[config.mk]
export PLATFORM = sky130hd
export DESIGN_NAME = mem_param
export DESIGN_NICKNAME = d
export VERILOG_FILES = /design/src/rtl/mem_param.sv
export SDC_FILE = /design/constraint.sdc
export NUM_CORES = 1
export LEC_CHECK = 0
export BUFFER_PORTS_ARGS = -buffer_cell sky130_fd_sc_hd__buf_2
export CAP_MARGIN = 10
export CORE_UTILIZATION = 60
export CTS_CLUSTER_DIAMETER = 150
export DETAILED_ROUTE_END_ITERATION = 8
export GPL_ROUTABILITY_DRIVEN = 0
export GPL_TIMING_DRIVEN = 0
export PLACE_DENSITY = 0.77
export SLEW_MARGIN = 25
export SYNTH_ARGS = -nofsm -noshare
export SYNTH_HDL_FRONTEND = slang
export SYNTH_SLANG_ARGS = --single-unit
[constraint.sdc]
create_clock -name clk -period 3.45 [get_ports clk]
set_clock_uncertainty 0.1 [all_clocks]
set_input_delay 0.5175 -clock clk [delete_from_list [all_inputs] [get_ports clk]]
set_output_delay 0.5175 -clock clk [all_outputs]
set_load 0.03 [all_outputs]
[src/rtl/mem_param.sv]
// -----------------------------------------------------------------------------
// mem_param
//   Parametrised single-port synchronous RAM. After reset, a hardware sequencer
//   writes zero to every word. Once that finishes, the RAM services read and
//   write commands. Read data returns through a pipeline qualified by rd_valid.
//   With DATA_W=8, ADDR_W=5 and RD_LAT=1 it replaces the legacy 32x8 memory
//   without other changes.
//
// Parameters
//   DATA_W : data word width in bits (1..64)
//   ADDR_W : address width; depth is 2**ADDR_W words
//   RD_LAT : read latency in clock edges (1..4)
//
// Ports
//   clk        in   sole clock, rising edge
//   rst        in   synchronous active-high reset
//   read       in   read command
//   write      in   write command
//   addr       in   word address (every value is legal)
//   data_in    in   write data
//   data_out   out  read data; updates only with rd_valid, otherwise holds
//   rd_valid   out  one-cycle pulse per completed read
//   ready      out  high once the zero-fill sequence has finished
//   err        out  one-cycle pulse after read and write were both sampled high
//   parity_err out  parity mismatch on the returned word, qualified by rd_valid
//
// Build option
//   MEM_PARITY_EN : when defined, each word stores an extra even-parity bit
//                   and returned words are checked. When undefined, there is
//                   no parity storage and parity_err stays 0.
// -----------------------------------------------------------------------------
module mem_param #(
    parameter int DATA_W = 8,
    parameter int ADDR_W = 5,
    parameter int RD_LAT = 1
) (
    input  logic              clk,
    input  logic              rst,
    input  logic              read,
    input  logic              write,
    input  logic [ADDR_W-1:0] addr,
    input  logic [DATA_W-1:0] data_in,
    output logic [DATA_W-1:0] data_out,
    output logic              rd_valid,
    output logic              ready,
    output logic              err,
    output logic              parity_err
);

    localparam int DEPTH = 2**ADDR_W;
`ifdef MEM_PARITY_EN
    // The parity bit sits above the data bits in each stored word.
    localparam int WORD_W = DATA_W + 1;
`else
    localparam int WORD_W = DATA_W;
`endif

    typedef enum logic {
        INIT = 1'b0,
        RUN  = 1'b1
    } state_t;

    state_t            state_r;
    logic [ADDR_W-1:0] cnt_r;
    logic [WORD_W-1:0] mem_r [DEPTH];

    logic              wr_s;
    logic              rd_s;
    logic              both_s;
    logic [WORD_W-1:0] wr_word_s;
    logic [WORD_W-1:0] rd_word_s;
    logic              src_vld_s;
    logic [WORD_W-1:0] src_word_s;
    logic              par_bad_s;

`ifdef MEM_PARITY_EN
    // Even parity: this function returns 1 when the word holds an odd number
    // of ones. Storing that bit makes the data plus parity even.
    function automatic logic even_parity(input logic [DATA_W-1:0] d);
        return ^d;
    endfunction
`endif

    // Decode commands. These are accepted only in RUN and never on a reset edge.
    always_comb begin
        wr_s   = (state_r == RUN) && !rst && write && !read;
        rd_s   = (state_r == RUN) && !rst && read  && !write;
        both_s = (state_r == RUN) && !rst && read  && write;
    end

    // Build the stored word and select the word at the current address.
    always_comb begin
`ifdef MEM_PARITY_EN
        wr_word_s = {even_parity(data_in), data_in};
`else
        wr_word_s = data_in;
`endif
        rd_word_s = mem_r[addr];
    end

    // Storage array: zero-fill during INIT, then apply command writes in RUN.
    always_ff @(posedge clk) begin
        if (!rst && (state_r == INIT)) begin
            mem_r[cnt_r] <= {WORD_W{1'b0}};
        end else if (wr_s) begin
            mem_r[addr] <= wr_word_s;
        end
    end

    // Control FSM: init sequencer, ready flag and illegal-command flag.
    always_ff @(posedge clk) begin
        if (rst) begin
            state_r <= INIT;
            cnt_r   <= {ADDR_W{1'b0}};
            ready   <= 1'b0;
            err     <= 1'b0;
        end else begin
            err <= both_s;
            case (state_r)
                INIT: begin
                    cnt_r <= cnt_r + ADDR_W'(1);
                    // This edge clears the last word, so start serving commands.
                    if (&cnt_r) begin
                        state_r <= RUN;
                        ready   <= 1'b1;
                    end else begin
                        state_r <= INIT;
                        ready   <= 1'b0;
                    end
                end
                RUN: begin
                    state_r <= RUN;
                    ready   <= 1'b1;
                end
                default: begin
                    state_r <= INIT;
                    cnt_r   <= {ADDR_W{1'b0}};
                    ready   <= 1'b0;
                end
            endcase
        end
    end

    // Read pipeline. The output register is the last stage. With RD_LAT=1
    // the word captured at the read edge goes straight into it. Longer
    // latencies add RD_LAT-1 stages in front of it.
    generate
        if (RD_LAT == 1) begin : g_direct
            // Feed the output stage straight from the array.
            always_comb begin
                src_vld_s  = rd_s;
                src_word_s = rd_word_s;
            end
        end else begin : g_pipe
            logic [RD_LAT-2:0] vld_r;
            logic [WORD_W-1:0] word_r [RD_LAT-1];

            // Shift read valids and words. Reset drops reads that are in flight.
            always_ff @(posedge clk) begin
                if (rst) begin
                    vld_r <= {(RD_LAT-1){1'b0}};
                end else begin
                    vld_r[0] <= rd_s;
                    for (int i = 1; i < RD_LAT-1; i++) begin
                        vld_r[i] <= vld_r[i-1];
                    end
                end
                word_r[0] <= rd_word_s;
                for (int i = 1; i < RD_LAT-1; i++) begin
                    word_r[i] <= word_r[i-1];
                end
            end

            // Take the oldest stage as the source for the output register.
            always_comb begin
                src_vld_s  = vld_r[RD_LAT-2];
                src_word_s = word_r[RD_LAT-2];
            end
        end
    endgenerate

    // Recompute parity over the returned data and compare it with the stored bit.
    always_comb begin
`ifdef MEM_PARITY_EN
        par_bad_s = even_parity(src_word_s[DATA_W-1:0]) != src_word_s[DATA_W];
`else
        par_bad_s = 1'b0;
`endif
    end

    // Output register: data_out updates only with a completed read.
    always_ff @(posedge clk) begin
        if (rst) begin
            data_out   <= {DATA_W{1'b0}};
            rd_valid   <= 1'b0;
            parity_err <= 1'b0;
        end else begin
            rd_valid   <= src_vld_s;
            parity_err <= src_vld_s && par_bad_s;
            if (src_vld_s) begin
                data_out <= src_word_s[DATA_W-1:0];
            end else begin
                data_out <= data_out;
            end
        end
    end

endmodule
# Yosys cells after proc, flatten, opt, wreduce, memory -nomap -nowiden
# Memories as Yosys holds them, arrays and structs flattened. A register that Yosys moved wholly into a read port is not among the register bits.
# Index checks and enable logic that the tools add are counted.
[op_classes]
n_bitwise = 1
muxes = 10
n_addsub = 1
reduce_logical = 12
[ops]
columns = ["op", "n"]
rows = [
  ["$mux W8", 1],
  ["$reduce_or A8 Y1", 1],
  ["$logic_and A1 B1 Y1", 7],
  ["$mux W1", 7],
  ["$add A5 B1 Y5 const B", 1],
  ["$mux W5", 1],
  ["$reduce_and A5 Y1", 1],
  ["$logic_not A1 Y1", 3],
  ["$pmux W1 S2", 1],
  ["$not A1 Y1", 1],
]
[word_totals]
in_bits = 17
word_cells = 29
out_inout_bits = 12
n_memories = 1
ramBits = 256
ff_bits = 8
[mem_list]
columns = ["memory", "words", "width", "read_ports", "rd_clocked_by_memory_dff", "wr", "line", "rtl"]
rows = [
  ["mem_r", 32, 8, 1, 1, 1, "65", "logic [WORD_W-1:0] mem_r [DEPTH];"],
]

# Logic depth before layout (Yosys ltp)
# Gate-level depths: netlist of run 1.
[logic_depth]
ltp_word = 9
ltp_mapped = 10
depth_no_buf = 5

# Least setup slack after synthesis of run 1
# No wires, ideal clock.
[synth_path]
path_type = "in2reg"
startpoint = "in addr[0]"
endpoint = "mem mem_r[0][0] (netlist name) (enable)"
required_time_ns = 2.980
path_slack_ns = 1.026
stages = 8
setup_ns = 0.370
arrival_time_ns = 1.954
n_path_buf = 5
path_cell_list = "buf_6 > buf_12 > buf_12 > buf_12 > buf_6 > mux2i_1 > nand2_1 > nor2_1"
[synth_between]
elab_chain_cells = 1
[synth_rtl]
columns = ["element", "line", "rtl"]
rows = [
  ["start: declaration", "41", "input logic [ADDR_W-1:0] addr,"],
  ["$mux W5 (no source line)", "--", ""],
  ["end: declaration", "65", ""],
]
# No other way between the ends.

# Final worst setup path of run 1
[layout_path]
startpoint = "reg state_r"
endpoint = "mem mem_r[8][1] (netlist name) (enable)"
[layout_between]
elab_chain_cells = 8
word_cells_on_any_way = 13
classes_between = "mux: 7; bitwise: 1; reduce/logical: 5"
[layout_rtl]
columns = ["element", "line", "rtl"]
rows = [
  ["start: declaration", "63", "state_t state_r;"],
  ["start signal: assignment", "113", "state_r <= INIT;"],
  ["start signal: assignment", "124", "state_r <= RUN;"],
  ["start signal: assignment", "127", "state_r <= INIT;"],
  ["$logic_and A1 B1 Y1 (3 in series)", "86", "wr_s = (state_r == RUN) && !rst && write && !read;"],
  ["$mux W1", "105", "end else if (wr_s) begin"],
  ["$mux W1", "103", "if (!rst && (state_r == INIT)) begin"],
  ["$mux W1 (implied by the code)", "106", "mem_r[addr] <= wr_word_s;"],
  ["$reduce_or A8 Y1 (no source line)", "--", ""],
  ["$mux W5 (no source line) / $mux W1 (equally long branches)", "--", ""],
]
# Several ways; a longest one is shown, not always the timed one.

==> impl_metrics.env, run 1 <==
export IMPL_outcome="complete, no violations"
export IMPL_peakVddDrop_mv=0.464
export IMPL_fp_dieH_um=137
export IMPL_antenna_found_initial=0
export IMPL_required_ns=3.51
export IMPL_cp_data_arrival_time_ns=2.83
export IMPL_diodes=0
export IMPL_detail_route_antenna_nets=0
export IMPL_seq_area_um2=8010
export IMPL_hold_viol_final=0
export IMPL_cts_resized=0
export IMPL_nets=683
export IMPL_power_w=0.00667
export IMPL_grt_met3_usage=0.0375
export IMPL_grt_util_all_layers=0.255
export IMPL_min_to="err"
export IMPL_yosysTopAreaCellShare=0.698
export IMPL_ff2ff_path_depth=5
export IMPL_ys_ff_latch=272
export IMPL_first_iter_violations=525
export IMPL_path_clk_slew_ns=0.07
export IMPL_grt_setup_unrepaired="false"
export IMPL_worst_slew_pin_transition_ns=0.810
export IMPL_fillers=1142
export IMPL_insertion_delay_ns=0.53
export IMPL_clock_sinks=272
export IMPL_num_vias=5708
export IMPL_grt_pass1_wl_mm=33.9
export IMPL_vias_per_cell=6.25
export IMPL_grt_busiest_layer="met2"
export IMPL_drt_total_wl_mm=23.0
export IMPL_htreeDepth=1
export IMPL_multi_input_area_um2=2720
export IMPL_yosysTopAreaCell="edfxtp_1"
export IMPL_setup_violations=0
export IMPL_final_common_cell="edfxtp_1"
export IMPL_synth_nets=630
export IMPL_grtUsageMet1=0.335
export IMPL_max_freq_mhz=361
export IMPL_cts_setup_buffers=0
export IMPL_stdcell_area_um2=12300
export IMPL_p_leak_nw=3.82
export IMPL_fin_crit_sh=0.804
export IMPL_start_kind="flop"
export IMPL_numCtsBuffers=26
export IMPL_yosysUniqueCellTypes=40
export IMPL_fin_crit_ns=2.77
export IMPL_grt_max_degree=33
export IMPL_worstHoldStart="write"
export IMPL_r2r_end="mem_r[8][1]"
export IMPL_die_x_um=137
export IMPL_setup_tns_ns=0
export IMPL_cts_tree="built"
export IMPL_syn_avg_cell_area_um2=18.0
export IMPL_synth_area_um2=11000
export IMPL_route_detailed_drc=0
export IMPL_netlist_instances=611
export IMPL_start_util=0.613
export IMPL_power_density_nw_per_um2=543
export IMPL_reg2reg_from="state_r"
export IMPL_rows=49
export IMPL_report_final_slew_viol_count=0
export IMPL_hold_buffers=0
export IMPL_max_cap_violations=0
export IMPL_avgRoutedWirePerCell_um=25.2
export IMPL_cp_end_kind="flop"
export IMPL_holdCritPathClass="input port to flop"
export IMPL_ff2ff_setup_slack_ns=0.68
export IMPL_final_cell_mix="edfxtp_1 (256), mux2i_1 (73), nor2_1 (46)"
export IMPL_synth_area_leaders="edfxtp_1 (70%), mux2i_1 (6.6%), mux4_2 (5.1%)"
export IMPL_grtUsageMet2=0.431
export IMPL_hold_depth=2
export IMPL_drt_pass1_iter_count=5
export IMPL_hpwl_mm=14.9
export IMPL_postPlaceCellArea_um2=11400
export IMPL_layout_drive_gt1_share=0.212
export IMPL_overflow=0
export IMPL_fp_coreArea_um2=18000
export IMPL_grt_pass1_vias=5798
export IMPL_crit_fanout=10
export IMPL_syn2layout_area_growth_pct=11.6
export IMPL_ios=29
export IMPL_die_area_um2=18900
export IMPL_timing_slew_headroom=0.458
export IMPL_fin_util=0.684
export IMPL_yosysWarningCount=0
export IMPL_clockRootBuffer="clkbuf_16"
export IMPL_seq_area_frac_synth=0.727
export IMPL_path_class="flop to flop"
export IMPL_io_buffers=25
export IMPL_clock_path_buffers=3
==> through the flow <==
stage                     hold slack, ns  std cells  worst slack, ns
after floorplan                    0.411        611             1.03
after global placement             0.393        865            0.275
after detailed placement           0.406        865            0.181
after CTS                          0.181        913            0.721
after global routing               0.187        913            0.505
final                              0.194        913            0.676
==> per-layer routing <==
metal	wire length [µm]	vias up
li1	-	2531
met1	9370	2899
met2	11500	224
met3	1350	54
met4	790	0
met5	0	-
==> how the worst max path moves through the flow <==
stage               startpoint            to  slack, ns  cells past startpoint
CTS                    state_r  mem_r[27][5]       0.72                      5
floorplan              addr[0]   mem_r[0][0]       1.03                      8
finish                 state_r   mem_r[8][1]       0.68                      5
detailed placement     addr[1]  mem_r[27][5]       0.18                      8
global route           state_r  mem_r[18][7]       0.51                      7
global placement       addr[1]   mem_r[8][4]       0.27                      9
==> power breakdown <==
group / leakage [nW] / total, W / internal, W / switching, W
clock: 0.418 / 0.00281 / 0.00163 / 0.00118
sequential: 2.11 / 0.00359 / 0.00358 / 0.0000103
combinational: 1.30 / 0.000269 / 0.000107 / 0.000162
total: 3.82 / 0.00667 / 0.00531 / 0.00135
==> flip-flops by register name (all words and copies together), names as in the netlist <==
signal	cells
mem_r	256
data_out	8
cnt_r	5
err	1
rd_valid	1
state_r	1
==> final cells by class <==
class / instances / area share
sequential: 272 / 0.652
inverter: 1 / 0.000305
clock inverter: 15 / 0.0110
timing repair buffer: 25 / 0.0102
tap: 229 / 0.0233
buffer: 34 / 0.0242
clock buffer: 33 / 0.0584
multi-input combinational: 304 / 0.221
==> worst max-delay path, stage by stage (launching register included) <==
cell	delay, ns
dfxtp_1	0.37
and4bb_2	0.26
buf_2	0.23
mux2i_1	0.29
nand2_1	0.39
nor2_1	0.76
==> synth_stat cells, drive strengths merged <==
cell type,number
a21oi,16
and2,9
nand3b,2
nand2,34
xor2,2
mux2,10
nand4b,2
nor3b,2
and3,1
nor2b,7
clkbuf,11
ha,2
mux2i,73
inv,1
conb,1
a22o,8
o21ai,3
nand3,11
o41ai,3
and4bb,1
nor2,46
a22oi,21
dfxtp,16
nand2b,4
mux4,32
a221oi,8
buf,23
or3,1
edfxtp,256
o31ai,1
xnor2,1
a211oi,3
==> cells by family after synthesis <==
group | after synthesis | synth area share
DFF | 272 | 0.727
and+or+nand+nor | 120 | 0.0502
muxes | 115 | 0.144
AOI/OAI and AO/OA | 63 | 0.0461
buffers and inverters | 35 | 0.0274
xor gates and xnor gates | 3 | 0.00239
adders and majority gates | 2 | 0.00227
other | 1 | 0.000340
(Power assumes the default switching activity.)
==> run 2: changes to the inputs <==
--- a/config.mk
+++ b/config.mk
@@ -7,12 +7,12 @@
 export LEC_CHECK = 0
 export BUFFER_PORTS_ARGS = -buffer_cell sky130_fd_sc_hd__buf_2
 export CAP_MARGIN = 10
-export CORE_UTILIZATION = 60
+export CORE_UTILIZATION = 56
 export CTS_CLUSTER_DIAMETER = 150
 export DETAILED_ROUTE_END_ITERATION = 8
 export GPL_ROUTABILITY_DRIVEN = 0
 export GPL_TIMING_DRIVEN = 0
-export PLACE_DENSITY = 0.77
+export PLACE_DENSITY = 0.76
 export SLEW_MARGIN = 25
 export SYNTH_ARGS = -nofsm -noshare
 export SYNTH_HDL_FRONTEND = slang
==> constraint.sdc (replaced) <==
create_clock -name clk -period 2.5 [get_ports clk]
set_clock_uncertainty 0.1 [all_clocks]
set_input_delay 0.375 -clock clk [delete_from_list [all_inputs] [get_ports clk]]
set_output_delay 0.375 -clock clk [all_outputs]
set_load 0.03 [all_outputs]
==> impl_metrics.env, run 2 (synthesized netlist as in run 1, its figures left out) <==
export IMPL_outcome="complete, but fails checks"
export IMPL_crit_path_end="mem_r[30][7]"
export IMPL_grt_max_degree=33
export IMPL_intPower_w=0.00737
export IMPL_final_cell_mix="edfxtp_1 (256), mux2i_1 (73), buf_2 (30), nor2_4 (30), nand2_1 (28)"
export IMPL_reg_top3="mem_r (256), data_out (8), cnt_r (5)"
export IMPL_cp_depth=5
export IMPL_report_final_slew_viol_count=0
export IMPL_cp_top_family="simple AND/OR/NAND/NOR gates"
export IMPL_vias_per_cell=6.19
export IMPL_critPathSlowestCell="nand2_2"
export IMPL_start_util=0.579
export IMPL_ff2ff_path_depth=5
export IMPL_nets=683
export IMPL_required_ns=2.60
export IMPL_fp_dieH_um=142
export IMPL_worst_slack_ns=-0.0231
export IMPL_route_detailed_drc=0
export IMPL_hpwl_mm=15.3
export IMPL_hold_buffers=0
export IMPL_grt_pass1_vias=5946
export IMPL_pwr_share_comb=0.043
export IMPL_fin_crit_sh=1.01
export IMPL_path_class="flop to flop"
export IMPL_diodes=0
export IMPL_ios=29
export IMPL_clock_sinks=272
export IMPL_drt_pass1_iter_count=5
export IMPL_detail_route_antenna_nets=0
export IMPL_grt_setup_unrepaired="true"
export IMPL_max_stage_delay_ns=0.41
export IMPL_die_x_um=142
export IMPL_path_cells="and4bb_2, buf_2, mux2i_1, nand2_2, nor2_4"
export IMPL_switching_share=0.202
export IMPL_violations="negative setup slack"
export IMPL_cp_end_kind="flop"
export IMPL_power_frac_clock=0.419
export IMPL_die_area_um2=20200
export IMPL_path_clk_slew_ns=0.06
export IMPL_num_vias=5837
export IMPL_syn2layout_area_growth_pct=14.1
export IMPL_largest_register="mem_r"
export IMPL_setup_violations=43
export IMPL_seqPwrFrac=0.537
export IMPL_io_buffers=25
export IMPL_fin_crit_ns=2.52
export IMPL_reg2reg_from="state_r"
export IMPL_clockRootBuffer="clkbuf_16"
export IMPL_overflow=0
export IMPL_setup_tns_ns=-0.589
export IMPL_clock_path_buffers=3
export IMPL_avgRoutedWirePerCell_um=25.2
export IMPL_first_iter_violations=674
export IMPL_numCtsBuffers=26
export IMPL_crit_fanout=10
export IMPL_holdCritPathClass="input port to flop"
export IMPL_max_freq_mhz=396
export IMPL_largest_reg_flops=256
export IMPL_cp_data_arrival_time_ns=2.62
export IMPL_hold_viol_final=0
export IMPL_fp_coreArea_um2=19000
export IMPL_max_cap_violations=0
export IMPL_postPlaceCellArea_um2=11500
export IMPL_peakVddDrop_mv=0.431
export IMPL_htreeDepth=1
export IMPL_timing_slew_headroom=0.488
export IMPL_cts_tree="built"
export IMPL_fin_util=0.661
export IMPL_startpoint="state_r"
export IMPL_p_leak_nw=3.83
export IMPL_worst_slew_pin_transition_ns=0.768
export IMPL_path_buf_inv=1
export IMPL_grt_util_all_layers=0.244
export IMPL_final_common_cell="edfxtp_1"
export IMPL_insertion_delay_ns=0.53
export IMPL_layout_drive_gt1_share=0.262
export IMPL_start_kind="flop"
export IMPL_rows=50
export IMPL_power_density_nw_per_um2=734
export IMPL_stdcell_area_um2=12600
export IMPL_drt_total_wl_mm=23.8
export IMPL_ff2ff_setup_slack_ns=-0.02
export IMPL_antenna_found_initial=0
export IMPL_holdWs_ns=0.0702
export IMPL_switchingPower_w=0.00186
export IMPL_grt_pass1_wl_mm=35.5
export IMPL_r2r_end="mem_r[30][7]"
## run 2: layout make-up
| type | instances | area (µm²) |
|---|---|---|
| plain buffers | 34 | 300 |
| clock buffers | 32 | 694 |
| clock inverters | 15 | 146 |
| fillers | 1226 | 6450 |
| inverters | 1 | 3.75 |
| multi-input cells | 304 | 2970 |
| flip-flops and latches | 272 | 8010 |
| well taps | 260 | 325 |
| repair buffers | 25 | 125 |
## run 2: worst min path at each step
stage                           start     endpoint  slack [ns]  cells after the start
after global placement    data_out[2]  data_out[2]        0.39                      2
after detailed placement  data_out[2]  data_out[2]        0.39                      2
final                           write          err        0.07                      2
after global routing            write          err        0.06                      2
after floorplan              cnt_r[4]     cnt_r[4]        0.41                      2
after CTS                       write          err        0.06                      2
## run 2: what timing repair did
| item | in CTS | in global routing |
|---|---|---|
| buffers inserted | 0 | 0 |
| gates resized for setup | 39 | 36 |
| setup endpoints to repair | 352 | 256 |
## run 2: through the flow
step | instances | setup WS [ns] | total power (W)
floorplan | 611 | 0.147 | 0.00531
detailed placement | 896 | -0.592 | 0.00542
CTS | 943 | -0.216 | 0.00922
global placement | 896 | -0.510 | 0.00541
finish | 943 | -0.0231 | 0.00923
global route | 943 | -0.144 | 0.00943
## run 2: power groups by stage
stage	Sequential, W	Clock, W	Combinational (W)
3_3_place_gp	0.00505	0	0.000357
3_5_place_dp	0.00505	0	0.000367
2_1_floorplan	0.00505	0	0.000262
5_1_grt	0.00496	0.00405	0.000420
4_1_cts	0.00496	0.00388	0.000380
6_report	0.00496	0.00387	0.000400
## run 2: per-layer routing
metal | GRT usage | part of all wire | up-vias
met4 | 0.0758 | 0.027 | 0
met2 | 0.428 | 0.51 | 272
met3 | 0.0293 | 0.071 | 48
met5 | 0 | 0 | -
met1 | 0.322 | 0.39 | 2979
li1 | - | - | 2538
